===== config.mk =====
export PLATFORM = sky130hd
export DESIGN_NAME = azpr_reset_sequencer
export DESIGN_NICKNAME = d
export VERILOG_FILES = /design/src/rtl/azpr_rst_pkg.sv /design/src/rtl/azpr_rst_timer.sv /design/src/rtl/azpr_reset_sequencer.sv
export SDC_FILE = /design/constraint.sdc
export NUM_CORES = 1
export LEC_CHECK = 0
export ABC_AREA = 0
export CORE_MARGIN = 8
export CORE_UTILIZATION = 34
export DETAILED_ROUTE_END_ITERATION = 16
export GPL_TIMING_DRIVEN = 0
export PLACE_DENSITY = 0.67
export SETUP_SLACK_MARGIN = 0.5
export SYNTH_ARGS = -nofsm -noshare
export SYNTH_HDL_FRONTEND = slang
export SYNTH_SLANG_ARGS = --single-unit
export TNS_END_PERCENT = 1

===== constraint.sdc =====
create_clock -name system_clock -period 2.2 [get_ports system_clock]
set_input_delay 0.66 -clock system_clock [delete_from_list [all_inputs] [get_ports system_clock]]
set_output_delay 0.66 -clock system_clock [all_outputs]
set_load 0.02 [all_outputs]

===== src/rtl/azpr_rst_pkg.sv =====
// Shared types and helpers for the AZPR reset sequencer.
package azpr_rst_pkg;

    typedef enum logic [2:0] {
        HOLD    = 3'd0,
        REL_BUS = 3'd1,
        REL_PER = 3'd2,
        RUN     = 3'd3,
        DRAIN   = 3'd4,
        GATED   = 3'd5
    } rst_state_e;

    // Counter width large enough to hold the longest of the three intervals.
    function automatic int ctr_width(input int a, input int b, input int c);
        int m;
        m = a;
        if (b > m) m = b;
        if (c > m) m = c;
        return $clog2(m + 1);
    endfunction

endpackage


===== src/rtl/azpr_rst_timer.sv =====
// Up-counter shared by every sequencer state: clear on state entry,
// count while enabled, flag when the current terminal value is reached.
module azpr_rst_timer #(
    parameter int W = 4
) (
    input  logic         clk,
    input  logic         clr,
    input  logic         en,
    input  logic [W-1:0] limit,
    output logic         at_limit
);

    logic [W-1:0] count;

    // Clear has priority; the owner clears on every state change so the count never wraps.
    always_ff @(posedge clk) begin
        if (clr)
            count <= '0;
        else if (en)
            count <= count + 1'b1;
    end

    assign at_limit = (count == limit);

endmodule


===== src/rtl/azpr_reset_sequencer.sv =====
// Staged reset release (bus, peripheral, CPU) followed by ownership of the
// downstream clock enable: drain on idle sleep request, gate, restore on wake.
module azpr_reset_sequencer
    import azpr_rst_pkg::*;
#(
    parameter int RESET_HOLD = 4,
    parameter int STAGE_GAP  = 2,
    parameter int GATE_DELAY = 8
) (
    input  logic system_clock,
    input  logic reset,
    input  logic sleep_req,
    input  logic wake_req,
    input  logic bus_idle,
    output logic bus_reset,
    output logic periph_reset,
    output logic cpu_reset,
    output logic ck_en,
    output logic rst_done,
    output logic seq_err
);

    localparam int CW = ctr_width(RESET_HOLD, STAGE_GAP, GATE_DELAY);
    localparam logic [CW-1:0] HOLD_TC = CW'(RESET_HOLD - 1);
    localparam logic [CW-1:0] GAP_TC  = CW'(STAGE_GAP - 1);
    // The RUN->DRAIN edge already consumed one idle cycle, so DRAIN needs one fewer.
    localparam logic [CW-1:0] DRAIN_TC = CW'((GATE_DELAY >= 2) ? (GATE_DELAY - 2) : 0);

    rst_state_e      state;
    rst_state_e      next_state;
    logic            at_limit;
    logic            timer_clr;
    logic            timer_en;
    logic [CW-1:0]   timer_limit;

    azpr_rst_timer #(.W(CW)) u_timer (
        .clk      (system_clock),
        .clr      (timer_clr),
        .en       (timer_en),
        .limit    (timer_limit),
        .at_limit (at_limit)
    );

    // Next-state and timer control; the timer restarts from zero on every state change.
    always_comb begin
        next_state  = state;
        timer_en    = 1'b0;
        timer_limit = HOLD_TC;
        case (state)
            HOLD: begin
                timer_en    = 1'b1;
                timer_limit = HOLD_TC;
                if (at_limit) next_state = REL_BUS;
            end
            REL_BUS: begin
                timer_en    = 1'b1;
                timer_limit = GAP_TC;
                if (at_limit) next_state = REL_PER;
            end
            REL_PER: begin
                timer_en    = 1'b1;
                timer_limit = GAP_TC;
                if (at_limit) next_state = RUN;
            end
            RUN: begin
                if (sleep_req && bus_idle && !wake_req) begin
                    if (GATE_DELAY == 1)
                        next_state = GATED;
                    else
                        next_state = DRAIN;
                end
            end
            DRAIN: begin
                timer_en    = bus_idle;
                timer_limit = DRAIN_TC;
                // Any reason to abandon the drain takes precedence over gating.
                if (!bus_idle || !sleep_req || wake_req)
                    next_state = RUN;
                else if (at_limit)
                    next_state = GATED;
            end
            GATED: begin
                if (wake_req) next_state = RUN;
            end
            default: next_state = HOLD;
        endcase
        timer_clr = reset || (next_state != state);
    end

    // State and registered outputs, all derived from the state being entered.
    always_ff @(posedge system_clock) begin
        if (reset) begin
            state        <= HOLD;
            bus_reset    <= 1'b1;
            periph_reset <= 1'b1;
            cpu_reset    <= 1'b1;
            ck_en        <= 1'b1;
            rst_done     <= 1'b0;
            seq_err      <= 1'b0;
        end else begin
            state        <= next_state;
            bus_reset    <= (next_state == HOLD);
            periph_reset <= (next_state inside {HOLD, REL_BUS});
            cpu_reset    <= (next_state inside {HOLD, REL_BUS, REL_PER});
            rst_done     <= !(next_state inside {HOLD, REL_BUS, REL_PER});
            ck_en        <= (next_state != GATED);
            // A sleep request while domains are still held in reset is a sequencing error.
            if (sleep_req && (state inside {HOLD, REL_BUS, REL_PER}))
                seq_err <= 1'b1;
        end
    end

endmodule


* After elaboration in Yosys (flattened, before gate mapping)
Cells that the tools add are included.
** Word-level totals
- Output and inout bits :: 6
- Word-level logic and storage cells :: 46
- Flip-flop bits (word level) :: 13
- Input port bits :: 5
** Cells by class
- Multiplexer cells :: 10
- Equality and inequality tests :: 10
- Reductions and logical operators :: 17
- $add $sub $neg :: 1
** Operators with widths (count)
- $mux W3 :: 7
- $pmux W3 S6 :: 1
- $eq A3 B2 Y1 const B :: 3
- $eq A3 B1 Y1 const B :: 2
- $eq A3 B3 Y1 const B :: 2
- $logic_not A3 Y1 :: 2
- $pmux W3 S2 :: 1
- $reduce_bool A3 Y1 :: 2
- $add A4 B1 Y4 const B :: 1
- $eq A4 B3 Y1 :: 1
- $logic_not A1 Y1 :: 4
- $logic_and A1 B1 Y1 :: 3
- $logic_or A1 B1 Y1 :: 3
- $ne A3 B3 Y1 :: 1
- $ne A3 B3 Y1 const B :: 1
- $reduce_or A3 Y1 :: 1
- $pmux W1 S2 :: 1
- $reduce_bool A2 Y1 :: 1
- $reduce_or A2 Y1 :: 1

* Depth between registers and ports, before layout
Gate-level depths: netlist of run 1.
- Word-level depth :: 10
- Depth in mapped cells :: 6
- Gate-level depth less buffers :: 5

* By module
A second synthesis of run 1 with hierarchy kept.
** Unflattened totals
- Cells, all modules :: 72
- Area total of the unflattened synthesis :: 698.2 µm²
** By module, submodules not included
- azpr_reset_sequencer :: instances 1, cells each 51, seq. area each 180.2 µm², area an instance 478.0 µm²
- azpr_rst_timer :: instances 1, cells each 21, seq. area each 80.1 µm², area an instance 220.2 µm²

* Worst setup path after synthesis of run 1
No wires, ideal clock.
- Path kind :: register -> register
- From :: register state[2]
- To :: register bus_reset
- Setup time :: 0.122 ns
- Arrival :: 1.614 ns
- Clock period less this slack :: 1.736 ns
- Setup slack :: 0.464 ns
- Cell stages (with the launch flop) :: 6
- Data required time :: 2.078 ns
- Buffers on the path :: 1
- Path through :: dfxtp_1 buf_6 or4b_4 o21ba_1 a32o_1 o311a_1
** On the way
- Word-level cells in the longest chain between the ends :: 8
- Elaborated cells between the ends (all ways) :: 18
- Classes of those cells :: eq/ne (6); mux (9); reduce/logical (3)
** Ends and longest elaborated chain
- start, declared :: RTL line azpr_reset_sequencer.sv:29 : rst_state_e state;
- start signal, assigned :: RTL line azpr_reset_sequencer.sv:101 : state <= next_state;
- $eq A3 B1 Y1 or $eq A3 B2 Y1 (tied branches) :: RTL line azpr_reset_sequencer.sv:49 : case (state)
- $reduce_or A2 Y1 (no line)
- $pmux W3 S2 :: RTL line azpr_reset_sequencer.sv:49
- $eq A4 B3 Y1 :: RTL line azpr_rst_timer.sv:23 : assign at_limit = (count == limit);
- $mux W3 :: RTL line azpr_reset_sequencer.sv:79 : else if (at_limit)
- $mux W3 :: RTL line azpr_reset_sequencer.sv:77 : if (!bus_idle || !sleep_req || wake_req)
- $pmux W3 S6 (*) :: RTL line azpr_reset_sequencer.sv:49
- $logic_not A3 Y1 (*) :: RTL line azpr_reset_sequencer.sv:102 : bus_reset <= (next_state == HOLD);
- end signal, assigned :: RTL line azpr_reset_sequencer.sv:102
- end, declared :: RTL line azpr_reset_sequencer.sv:15 : output logic bus_reset,
Every way passes the cells marked *; elsewhere a longest branch is shown, timed or not.
A chain may end at the register's enable or synchronous reset.

* Worst setup path after layout of run 1
- From :: register bus_reset
- To :: output bus_reset
No word-level cell between the ends.

==> results_dict.tcl, run 1 <==
set metrics [dict create \
    cts_hold_buf 0 \
    areaGrowthSynthToFinish_pct 30.2 \
    start_util 0.348 \
    critPathMaxFanout 1 \
    rsz0062_at_grt "true" \
    path_class "flip-flop to primary output" \
    crit_buf_inv 1 \
    grt_max_degree 11 \
    finalHoldViolCount 0 \
    wire_per_inst_um 12.2 \
    cts_num_sinks 13 \
    ant_nets 0 \
    slew_headroom 0.698 \
    dpl.hpwl_um 1030 \
    clockBufferDepth 2 \
    first_pass_iters 4 \
    yosys_warnings 0 \
    max_clock_freq_mhz 546 \
    cp_slowest_stage_delay_ps 600 \
    met1_usage 0.103 \
    gr-total-overflow 0 \
    cellPowerDensity_nw_per_um2 803 \
    whs_ps 499 \
    path_depth 1 \
    die_area_um2 3610 \
    synth_top_area_frac 0.393 \
    status "completed" \
    grt_pass1_wl_um 2340 \
    fin_crit_ps 1830 \
    min_period_over_period 0.832 \
    clock_skew_ps 5.75 \
    synthArstFlopShare 0 \
    num_antenna_cells 0 \
    antenna_found_initial 0 \
    use_met3 0.0151 \
    syn_avg_cell_area_um2 9.19 \
    cp-start-kind "flip-flop" \
    die_x_um 60.1 \
    synth_seq_cells 13 \
    route.detailed.drc 0 \
    totalWireLength_um 1390 \
    routed_via_density 5.14 \
    cp_top_family "buffers and inverters" \
    grt_pass1_vias 555 \
    reg2reg_depth 5 \
    clk_pin_slew_ps 80 \
    port_buffers 10 \
    coreArea_um2 1900 \
    cts_root_buf "clkbuf_4" \
    post_dp_cell_area_um2 796 \
    cp.arrival_ps 1170 \
    p_leak_uw 0.000350 \
    synth_edf_count 0 \
    grt-busiest-layer "met2" \
    cts_buffers 3 \
    cts_tree "yes" \
    ys_seq_area_frac 0.393 \
    htreeDepth 1 \
    yosys-top-cells-area "dfxtp_1 (39%), xor2_1 (5.3%), nor3_1 (4.5%)" \
    drv_cap 0 \
    layout_commonest_cell "dfxtp_1" \
    drv_slew 0 \
    hold_path_depth 2 \
    hold_class "flip-flop to flip-flop" \
    io_pins 11 \
    drt_iter0_markers 15 \
    gp_congestion 0.805 \
    mostFrequentLayoutCells "dfxtp_1 (13), nor2_1 (6), nor3_1 (5), dlymetal6s2s_1 (5)" \
    syn_nets 78 \
    setup_viol 0 \
    synth_top_area_cell "dfxtp_1" \
    required_ps 1540 \
    final_cell_area_um2 862 \
    num-nets-final 94 \
    rows 16 \
    path_cells "clkdlybuf4s50_1" \
    cp-end-kind "primary output" \
    tightest_slew_ps 453 \
    die_h_um 60.1 \
    grt_use_total 0.0854 \
    utilization 0.453 \
    drive_gt1_frac 0.138 \
    ir_drop_v 0.000447 \
    grtUsageMet2 0.122 \
    vias 586 \
    synthFlopType "dfxtp_1" \
    netlist_instances 72 \
    critPathSlowestCell "clkdlybuf4s50_1" \
    preCtsSetupSlack_ps -5.61 \
    synthesis.area_um2 662 \
    synth_cell_types 34 \
    insertion_delay_ps 270 \
    final.setup.worst_slack_ps 369 \
]
-- report_power, final --
group / switching, uW / internal [uW]
sequential: 38.2 / 272
combinational: 119 / 120
clock: 73.0 / 70.1
total: 230 / 462
-- registers in the layout, indices dropped and copies added (netlist names) --
register	flops
bus_reset	1
periph_reset	1
state	3
cpu_reset	1
u_timer.count	4
rst_done	1
ck_en	1
seq_err	1
-- synth_stat cells, types with 2 or more instances --
cell type	number
o21ai_0	3
o21bai_1	2
inv_1	2
dfxtp_1	13
a21oi_1	3
nand4b_1	2
nand2b_1	2
nor2_1	6
nor3_1	6
clkbuf_1	2
nand3b_1	3
nand2_1	3
xor2_1	4
-- timing repair --
item / in CTS / in global routing
resized for setup: 3 / 9
pin swaps: 0 / 4
hold endpoints to repair: 0 / 0
endpoints found under the setup margin: 17 / 17
buffers inserted: 0 / 1
-- final timing paths --
path,startpoint,slack [ps],end
max,bus_reset,370,bus_reset
min,seq_err,500,seq_err
max reg2reg,state[2],380,bus_reset
min reg2reg,seq_err,500,seq_err
-- cell families after synthesis --
logic type      count (synthesis)  synth area share
simple gates                   29             0.265
compound gates                 18             0.202
flops                          13             0.393
xor+xnor                        5            0.0662
buf+inv                         5            0.0397
mux                             1            0.0151
fa+ha+maj                       1            0.0189
-- through the flow --
| stage | instances | TNS (ps) | total power, uW |
|---|---|---|---|
| 2_1_floorplan | 72 | 0 | 474 |
| 3_3_place_gp | 109 | -70.0 | 535 |
| 3_5_place_dp | 109 | -5.61 | 542 |
| 4_1_cts | 113 | 0 | 691 |
| 5_1_grt | 114 | 0 | 745 |
| 6_report | 114 | 0 | 692 |
-- routing by layer --
layer	vias to the layer above	wire length [um]
met5	-	0
met4	0	27
met3	2	70
met2	11	629
met1	273	664
li1	300	-
-- tightest hold or removal path, delay by kind of cell (launching register included) --
kind | cells | cell delay [ps]
compound gates | 1 | 40
flops | 1 | 340
simple gates | 1 | 80
-- area by class of cell --
| class | instances | area, um2 |
|---|---|---|
| repair buffers | 11 | 119 |
| inverters | 2 | 7.51 |
| multi-input cells | 54 | 397 |
| plain buffers | 3 | 18.8 |
| clock buffers | 4 | 26.3 |
| flip-flops and latches | 13 | 260 |
| well taps | 27 | 33.8 |
| fillers | 194 | 1040 |
(Power assumes the default switching activity.)
==> inputs of run 2 (changes only) <==
--- a/config.mk
+++ b/config.mk
@@ -10,7 +10,7 @@
 export CORE_UTILIZATION = 34
 export DETAILED_ROUTE_END_ITERATION = 16
 export GPL_TIMING_DRIVEN = 0
-export PLACE_DENSITY = 0.67
+export PLACE_DENSITY = 0.69
 export SETUP_SLACK_MARGIN = 0.5
 export SYNTH_ARGS = -nofsm -noshare
 export SYNTH_HDL_FRONTEND = slang
==> constraint.sdc (replaced) <==
create_clock -name system_clock -period 1.6 [get_ports system_clock]
set_input_delay 0.48 -clock system_clock [delete_from_list [all_inputs] [get_ports system_clock]]
set_output_delay 0.48 -clock system_clock [all_outputs]
set_load 0.02 [all_outputs]
==> run 2 against run 1 <==
Against the previous run:
- the run now ends with setup timing left
- utilization increased by 0.72 points
- hold slack better by 1.4 ps
- sequential share of layout area is 0.33 points lower
- final area increased by 1.6%
- critical path depth is 4 higher
- largest cell class unchanged
- largest power group unchanged
- highest routed layer unchanged
==> results_dict.tcl, run 2 (synthesized netlist as in run 1, its figures left out) <==
set metrics [dict create \
    vias 583 \
    path_cells "buf_6, or4b_4, o21ba_1, a32o_2, o311a_1" \
    slew_headroom 0.697 \
    grt_use_total 0.0963 \
    rsz0062_at_grt "true" \
    cts_hold_buf 0 \
    drv_slew 0 \
    port_buffers 10 \
    route.detailed.drc 0 \
    die_x_um 60.1 \
    clock_skew_ps 1.71 \
    insertion_delay_ps 270 \
    mostFrequentLayoutCells "dfxtp_1 (12), buf_6 (7), nor2_1 (6)" \
    final.setup.worst_slack_ps -177 \
    clk_pin_slew_ps 80 \
    dpl.hpwl_um 1020 \
    grt_pass1_vias 554 \
    drive_gt1_frac 0.253 \
    final_cell_area_um2 876 \
    rows 16 \
    cellPowerDensity_nw_per_um2 1130 \
    post_dp_cell_area_um2 796 \
    cp.arrival_ps 1940 \
    ant_nets 0 \
    cts_num_sinks 13 \
    cp_slowest_stage_delay_ps 510 \
    crit_buf_inv 1 \
    htreeDepth 1 \
    violations "setup timing" \
    tightest_slew_ps 452 \
    critPathMaxFanout 10 \
    largest_reg_flops 4 \
    gp_congestion 0.782 \
    routed_via_density 5.11 \
    num-nets-final 94 \
    setup_viol 7 \
    finalHoldViolCount 0 \
    status "complete, but fails checks" \
    preCtsSetupSlack_ps -442 \
    die_area_um2 3610 \
    totalWireLength_um 1530 \
    hold_class "flip-flop to flip-flop" \
    first_pass_iters 4 \
    layout_commonest_cell "dfxtp_1" \
    max_clock_freq_mhz 563 \
    antenna_found_initial 0 \
    path_class "flip-flop to flip-flop" \
    io_pins 11 \
    grt_pass1_wl_um 2560 \
    fin_crit_ps 1780 \
    wire_per_inst_um 13.4 \
    regMostFlops "u_timer.count" \
    ir_drop_v 0.000476 \
    cp_top_family "compound AO/OA/AOI/OAI gates" \
    power_uw 992 \
    dp.cells 109 \
    die_h_um 60.1 \
    start_util 0.348 \
    num_antenna_cells 0 \
    cts_tree "yes" \
    cts_buffers 3 \
    gr-total-overflow 0 \
    critPathSlowestCell "or4b_4" \
    min_period_over_period 1.11 \
    largestRegisters "u_timer.count (4), state (3)" \
    drt_iter0_markers 16 \
    cp-end-kind "flip-flop" \
    p_leak_uw 0.000356 \
    areaGrowthSynthToFinish_pct 32.3 \
    clockBufferDepth 2 \
    coreArea_um2 1900 \
    whs_ps 500 \
    grt_max_degree 11 \
    required_ps 1760 \
    drv_cap 0 \
    final_cells 114 \
    cts_root_buf "clkbuf_4" \
    cp-start-kind "flip-flop" \
]
## run 2: changes by cell type in the layout (fill, tap and decap cells not counted), moves of 2 or more
cell             change
dlymetal6s2s_1       -2
buf_6                +6
clkdlybuf4s50_1      -4
clkbuf_1             -2
## run 2: final cells by class
type                            instances  area, um2
Tap cell                               27       33.8
Clock buffer                            4       26.3
Buffer                                  3       23.8
Timing Repair Buffer                   11        121
Sequential cell                        13        262
Multi-Input combinational cell         54        402
Fill cell                             189       1030
Inverter                                2       7.51
## run 2: worst paths after layout
path / from / end / slack (ps) / depth (start not counted)
worst min-delay path: seq_err / seq_err / 500 / 2
worst max-delay path: state[2] / bus_reset / -180 / 5
worst min register to register: seq_err / seq_err / 500 / 2
worst max register to register: state[2] / bus_reset / -180 / 5
## run 2: metal layers
metal  vias up  share of wire  wire length, um  global-route usage
met2        11           0.47              721               0.154
li1        297              -                -                   -
met1       273           0.45              682               0.102
met5         -              0                0                   0
met4         0          0.024               36              0.0816
met3         2          0.059               91              0.0258
## run 2: report_power, final
group	internal [uW]	leakage [uW]	switching (uW)
clock	96.5	0.0000150	100
combinational	182	0.000235	181
sequential	375	0.000106	57.7
## run 2: what timing repair did
action                     CTS  global route
setup endpoints to repair   19            19
resized for setup           46             6
pin swaps                    7             5
setup buffers                1             0
## run 2: worst min-delay path, stage by stage, from the launching register on
cell and delay (ps):
dfxtp_2 340, a21oi_1 40, nor2_1 80
## run 2: metrics by stage
stage | TNS [ps] | utilization
floorplan | -308 | -
global placement | -4370 | 0.418
detailed placement | -4380 | 0.418
CTS | -841 | 0.453
global route | -1210 | 0.461
finish | -621 | 0.461
